$ cat config.mk
export PLATFORM = sky130hd
export DESIGN_NAME = bus_trace_fifo
export DESIGN_NICKNAME = d
export VERILOG_FILES = /design/src/rtl/bus_trace_fifo.sv
export SDC_FILE = /design/constraint.sdc
export NUM_CORES = 1
export LEC_CHECK = 0
export ABC_AREA = 1
export BUFFER_PORTS_ARGS = -buffer_cell sky130_fd_sc_hd__buf_4
export CORE_ASPECT_RATIO = 1.75
export CORE_MARGIN = 10
export CORE_UTILIZATION = 52
export CTS_BUF_LIST = sky130_fd_sc_hd__clkbuf_8
export CTS_CLUSTER_DIAMETER = 40
export DETAILED_ROUTE_END_ITERATION = 8
export GPL_TIMING_DRIVEN = 0
export PLACE_DENSITY = 0.79
export RECOVER_POWER = 50
export SLEW_MARGIN = 20
export SYNTH_ARGS = -nofsm -noshare
export SYNTH_HDL_FRONTEND = slang
export SYNTH_SLANG_ARGS = --single-unit
$ cat constraint.sdc
create_clock -name clk -period 3.3 [get_ports clk]
set_input_delay 0.825 -clock clk [delete_from_list [all_inputs] [get_ports clk]]
set_output_delay 0.825 -clock clk [all_outputs]
set_load 0.05 [all_outputs]
$ cat src/rtl/bus_trace_fifo.sv
//============================================================================
// Module   : bus_trace_fifo
// Purpose  : Capture buffer for the processor data bus. Samples bus_in while
//            capture is armed into a circular FIFO drained over valid/ready.
//            Keeps a sticky overflow flag and a saturating drop counter.
// Option   : TRACE_DEDUP_EN - when defined, only samples that differ from
//            the last pushed value are eligible for capture.
// Revision : 1.0 - initial release
//============================================================================
`default_nettype none

module bus_trace_fifo #(
  parameter int word_size = 8,
  parameter int ptr_size  = 4
) (
  input  logic                  clk,
  input  logic                  rst,
  input  logic [word_size-1:0]  bus_in,
  input  logic                  capture_en,
  input  logic                  stop_on_full,
  input  logic                  clear,
  output logic [word_size-1:0]  dout,
  output logic                  valid,
  input  logic                  ready,
  output logic [ptr_size:0]     count,
  output logic                  overflow,
  output logic [7:0]            drop_count,
  output logic                  halted
);

  localparam int                DEPTH     = 2 ** ptr_size;
  localparam logic [ptr_size:0] C_FULL    = (ptr_size + 1)'(DEPTH);
  localparam logic [7:0]        C_DROPMAX = 8'hFF;

  typedef enum logic [1:0] {
    S_IDLE = 2'd0,
    S_RUN  = 2'd1,
    S_HALT = 2'd2
  } state_t;

  state_t                 state_q;
  logic                   halted_q;
  logic [ptr_size-1:0]    wp_q;
  logic [ptr_size-1:0]    rp_q;
  logic [ptr_size:0]      count_q;
  logic                   overflow_q;
  logic [7:0]             drop_q;
  logic [word_size-1:0]   mem_q [DEPTH];

  logic w_full;
  logic w_empty;
  logic w_eligible;
  logic w_pop;
  logic w_push;
  logic w_blocked;

  assign w_full  = (count_q == C_FULL);
  assign w_empty = (count_q == '0);
  assign w_pop   = !w_empty && ready;

`ifdef TRACE_DEDUP_EN
  logic [word_size-1:0] last_q;
  logic                 last_vld_q;

  // A repeated bus value is not worth storing; the first one after a flush is.
  assign w_eligible = !last_vld_q || (bus_in != last_q);

  // Remember the most recently stored sample; dropped samples do not count.
  always_ff @(posedge clk or posedge rst) begin
    if (rst) begin
      last_q     <= '0;
      last_vld_q <= 1'b0;
    end else if (clear) begin
      last_q     <= '0;
      last_vld_q <= 1'b0;
    end else if (w_push) begin
      last_q     <= bus_in;
      last_vld_q <= 1'b1;
    end
  end
`else
  assign w_eligible = 1'b1;
`endif

  // A concurrent pop frees a slot, so a full FIFO still accepts the sample.
  assign w_push    = (state_q == S_RUN) && w_eligible && (!w_full || w_pop);
  // Sample arrives at a full FIFO with nothing leaving: drop it or halt.
  assign w_blocked = (state_q == S_RUN) && w_eligible && w_full && !w_pop;

  // Sample storage; not reset, contents are only meaningful while counted.
  always_ff @(posedge clk) begin
    if (w_push && !clear) begin
      mem_q[wp_q] <= bus_in;
    end
  end

  // Capture FSM with registered halted flag.
  always_ff @(posedge clk or posedge rst) begin
    if (rst) begin
      state_q  <= S_IDLE;
      halted_q <= 1'b0;
    end else if (clear) begin
      state_q  <= S_IDLE;
      halted_q <= 1'b0;
    end else begin
      case (state_q)
        S_IDLE: begin
          if (capture_en) begin
            state_q <= S_RUN;
          end
        end
        S_RUN: begin
          if (w_blocked && stop_on_full) begin
            state_q  <= S_HALT;
            halted_q <= 1'b1;
          end else if (!capture_en) begin
            state_q <= S_IDLE;
          end
        end
        S_HALT: begin
          // Only clear or reset leaves HALT; draining does not resume capture.
          state_q  <= S_HALT;
          halted_q <= 1'b1;
        end
        default: begin
          state_q  <= S_IDLE;
          halted_q <= 1'b0;
        end
      endcase
    end
  end

  // Pointers, occupancy and drop bookkeeping.
  always_ff @(posedge clk or posedge rst) begin
    if (rst) begin
      wp_q       <= '0;
      rp_q       <= '0;
      count_q    <= '0;
      overflow_q <= 1'b0;
      drop_q     <= '0;
    end else if (clear) begin
      wp_q       <= '0;
      rp_q       <= '0;
      count_q    <= '0;
      overflow_q <= 1'b0;
      drop_q     <= '0;
    end else begin
      if (w_push) begin
        wp_q <= wp_q + 1'b1;
      end
      if (w_pop) begin
        rp_q <= rp_q + 1'b1;
      end
      case ({w_push, w_pop})
        2'b10:   count_q <= count_q + 1'b1;
        2'b01:   count_q <= count_q - 1'b1;
        default: count_q <= count_q;
      endcase
      if (w_blocked && !stop_on_full) begin
        overflow_q <= 1'b1;
        if (drop_q != C_DROPMAX) begin
          drop_q <= drop_q + 1'b1;
        end
      end
    end
  end

  // First-word fall-through: head entry is always presented.
  assign dout       = mem_q[rp_q];
  assign valid      = !w_empty;
  assign count      = count_q;
  assign overflow   = overflow_q;
  assign drop_count = drop_q;
  assign halted     = halted_q;

endmodule

`default_nettype wire

==> results.sh <==
export IMPL_fin_total_pwr_mw=5.171
export IMPL_sequential_share_of_the_synthesized_area_pct=67.78
export IMPL_drc=0
export IMPL_cts_setup_buffers=0
export IMPL_place_congestion=0.8974
export IMPL_coreArea_um2=12430
export IMPL_drt_vias_per_instance=5.960
export IMPL_async_flop_share_pct=16.34
export IMPL_num_rows=54
export IMPL_cp_data_required_time_ns=2.47
export IMPL_internal_power_mw=3.232
export IMPL_switching_share_pct=37.50
export IMPL_finalCritPeriodShare_pct=99.50
export IMPL_cts_hold_repair_buffers=0
export IMPL_grt_total_usage_pct=18.21
export IMPL_pwr_share_clk_pct=26.9
export IMPL_io_buffer_count=36
export IMPL_timing_final_hold_violations=0
export IMPL_p_comb_share_pct=30.1
export IMPL_fp_dieArea_um2=17760
export IMPL_maxSlewHeadroom_pct=35.50
export IMPL_grt_max_degree=26
export IMPL_irDropWorstVdd_v=0.0004988
export IMPL_layout_cells_most_common="sky130_fd_sc_hd__edfxtp_1"
export IMPL_detailedPlace_worstSlack_ns=0.2431
export IMPL_route_vias_total=4637
export IMPL_cts_htree_levels=4
export IMPL_synth_seq_cells=153
export IMPL_worstSetupStartpointType="flop"
export IMPL_max_freq_mhz=304.5
export IMPL_clock_skew_ns=0.01776
export IMPL_first_iter_violations=390
export IMPL_io_pins=38
export IMPL_syn_avg_cell_area_um2=12.14
export IMPL_dieHeight_um=169.0
export IMPL_power_share_sequential_pct=43.0
export IMPL_switchingPower_mw=1.939
export IMPL_leakagePower_nw=2.677
export IMPL_crit_path_max_fanout=10
export IMPL_antenna_cells_inserted=0
export IMPL_clock_input_transition_at_the_sequential_cells_of_the_worst_setup_and_hold_paths_ns=0.09
export IMPL_synth_warnings=0
export IMPL_clock_root_buffer="sky130_fd_sc_hd__clkbuf_8"
export IMPL_place_area_um2=7104
export IMPL_hpwl_um=11120
export IMPL_netlist_cell_type_count=32
export IMPL_worst_pin_slew_ns=0.9664
export IMPL_maxCapViolations=0
export IMPL_cp_end_kind="output pin"
export IMPL_syn2layout_area_growth_pct=13.68
export IMPL_initial_utilization_pct=53.04
export IMPL_globalRouteOverflowTotal=0
export IMPL_remaining_antenna_violation_count=0
export IMPL_synth_ff_type="sky130_fd_sc_hd__edfxtp_1"
export IMPL_synth_top_cell_by_area="sky130_fd_sc_hd__edfxtp_1"
export IMPL_mappedNetlistArea_um2=6594
export IMPL_power_density_cell_area_nw_per_um2=689.9
export IMPL_holdCritPathClass="reg -> reg"
export IMPL_run_status="completed"
export IMPL_fraction_of_synthesized_cell_area_taken_by_the_top_area_cell_type_pct=58.29
export IMPL_ys_top_cells_by_area="sky130_fd_sc_hd__edfxtp_1 (58%), sky130_fd_sc_hd__dfrtp_1 (9.5%), sky130_fd_sc_hd__nor2_1 (4.2%)"
export IMPL_max_clock_path_buffers=2
export IMPL_slew_violations=0
export IMPL_worstPathArrival_ns=2.46
export IMPL_vias_in_the_first_global_route=4765
export IMPL_finalWorstSetupSlack_ns=0.01637
export IMPL_cts_buffers_inserted=17
export IMPL_route_final_wire_length_um=16060
export IMPL_synthesized_instance_count=543
export IMPL_clock_sink_count=153
export IMPL_synthesis_nets=567
export IMPL_finalSetupViolations=0
export IMPL_fin_nets=621
export IMPL_dr_pass1_iters=5
export IMPL_grt_first_pass_wirelength_um=25130
export IMPL_floorplan_die_width_um=105.1
export IMPL_final_layout_size_suffix_gt1_share_pct=15.90
export IMPL_routed_wire_length_per_instance_um=20.64
export IMPL_clkLatencyLatePin_ns=0.45
export IMPL_min_period_ns=3.284
export IMPL_finalCoreUtilization_pct=60.30
export IMPL_postLayoutCellArea_um2=7496
export IMPL_tritoncts="built"
export IMPL_layout_common_cells="sky130_fd_sc_hd__edfxtp_1 (128), sky130_fd_sc_hd__nor2_1 (75), sky130_fd_sc_hd__nand2_1 (65)"
export IMPL_synth_enable_flop_cells=128
export IMPL_antenna_found_initial=0
export IMPL_worstSetupPathType="reg -> out"
[through the flow]
| stage | TNS, ns | hold slack, ns | instances |
|---|---|---|---|
| floorplan | 0 | 0.4799 | 543 |
| global placement | 0 | 0.4947 | 747 |
| global route | -0.02301 | 0.5591 | 778 |
| CTS | 0 | 0.5258 | 779 |
| detailed placement | 0 | 0.4975 | 747 |
| finish | 0 | 0.5226 | 778 |
[worst max-delay path: stages (launching register included)]
cell and delay (ns):
sky130_fd_sc_hd__dfrtp_1 0.42, sky130_fd_sc_hd__clkbuf_4 0.24, sky130_fd_sc_hd__clkinvlp_4 0.15, sky130_fd_sc_hd__buf_2 0.23, sky130_fd_sc_hd__nor2_1 0.14, sky130_fd_sc_hd__o32ai_1 0.12, sky130_fd_sc_hd__o211ai_1 0.37, sky130_fd_sc_hd__nand2_1 0.12
sky130_fd_sc_hd__buf_4 0.21
[power groups by stage]
stage / clock [mW] / combinational [mW] / sequential (mW)
after floorplan: 0 / 0.942 / 2.34
after global placement: 0 / 1.48 / 2.26
after detailed placement: 0 / 1.53 / 2.26
after CTS: 1.40 / 1.54 / 2.22
after global routing: 1.47 / 1.68 / 2.23
final: 1.39 / 1.56 / 2.22
[per-layer routing]
metal	vias up	wire length [um]	global-route usage [%]	part of all wire, %
met5	-	0	0	0
met4	0	786	10.55	4.9
met3	48	1132	4.259	7.0
met2	244	8576	33.54	53
met1	2253	5565	18.11	35
li1	2092	-	-	-
[what timing repair did]
action	4_1_cts	5_1_grt
resized for setup	6	12
pin swaps	0	1
endpoints found under the setup margin	7	8
[sequential cells by signal, indices dropped and copies added, names as in the netlist]
| signal | flops |
|---|---|
| count | 5 |
| drop_count | 8 |
| halted | 1 |
| mem_q | 128 |
| overflow | 1 |
| rp_q | 4 |
| state_q | 2 |
| wp_q | 4 |
[logic make-up (layout without fill, tap and decap cells)]
group	count (synthesis)	after routing	share of synthesized area, %
xor+xnor	4	4	0.5313
mux	24	24	3.643
flops	153	153	67.78
compound gates	96	96	9.545
fa+ha+maj	10	10	1.898
buf+inv	62	129	3.700
simple gates	194	194	12.90
[layout make-up]
cell class	instances	area [um^2]
timing repair buffer	36	240.2
multi-input combinational	328	1919
buffer	24	121.4
sequential	153	4469
tap	168	210.2
clock buffer	17	234.0
fill	997	4936
clock inverter	15	155.1
inverter	37	146.4
[final timing paths]
path                                         from                   endpoint  slack, ns  cells past startpoint
hold / removal               count[4]$_DFFE_PP0P_       count[4]$_DFFE_PP0P_       0.52                      2
max in group asynchronous                     rst  drop_count[7]$_DFFE_PP0P_       2.11                      2
hold reg to reg              count[4]$_DFFE_PP0P_       count[4]$_DFFE_PP0P_       0.52                      2
setup / recovery              rp_q[0]$_DFFE_PP0P_                    dout[6]       0.02                      8
min in group asynchronous                     rst       count[4]$_DFFE_PP0P_       0.60                      2
setup reg to reg           state_q[1]$_DFFE_PP0P_     mem_q[12][0]$_DFFE_PP_       0.60                      8
[synth_stat cells, drive strengths merged (2+ instances only)]
cell,number
xor2,4
o21ai,45
o211ai,8
o221ai,24
nor3,15
o31ai,2
clkinv,3
ha,10
inv,34
nand4,6
edfxtp,128
buf,9
dfrtp,25
clkbuf,16
nand3,26
nand3b,3
o32ai,8
nand2,66
a21oi,7
nor2,78
mux2i,24
Note: power is estimated with default switching activity, not from simulation.
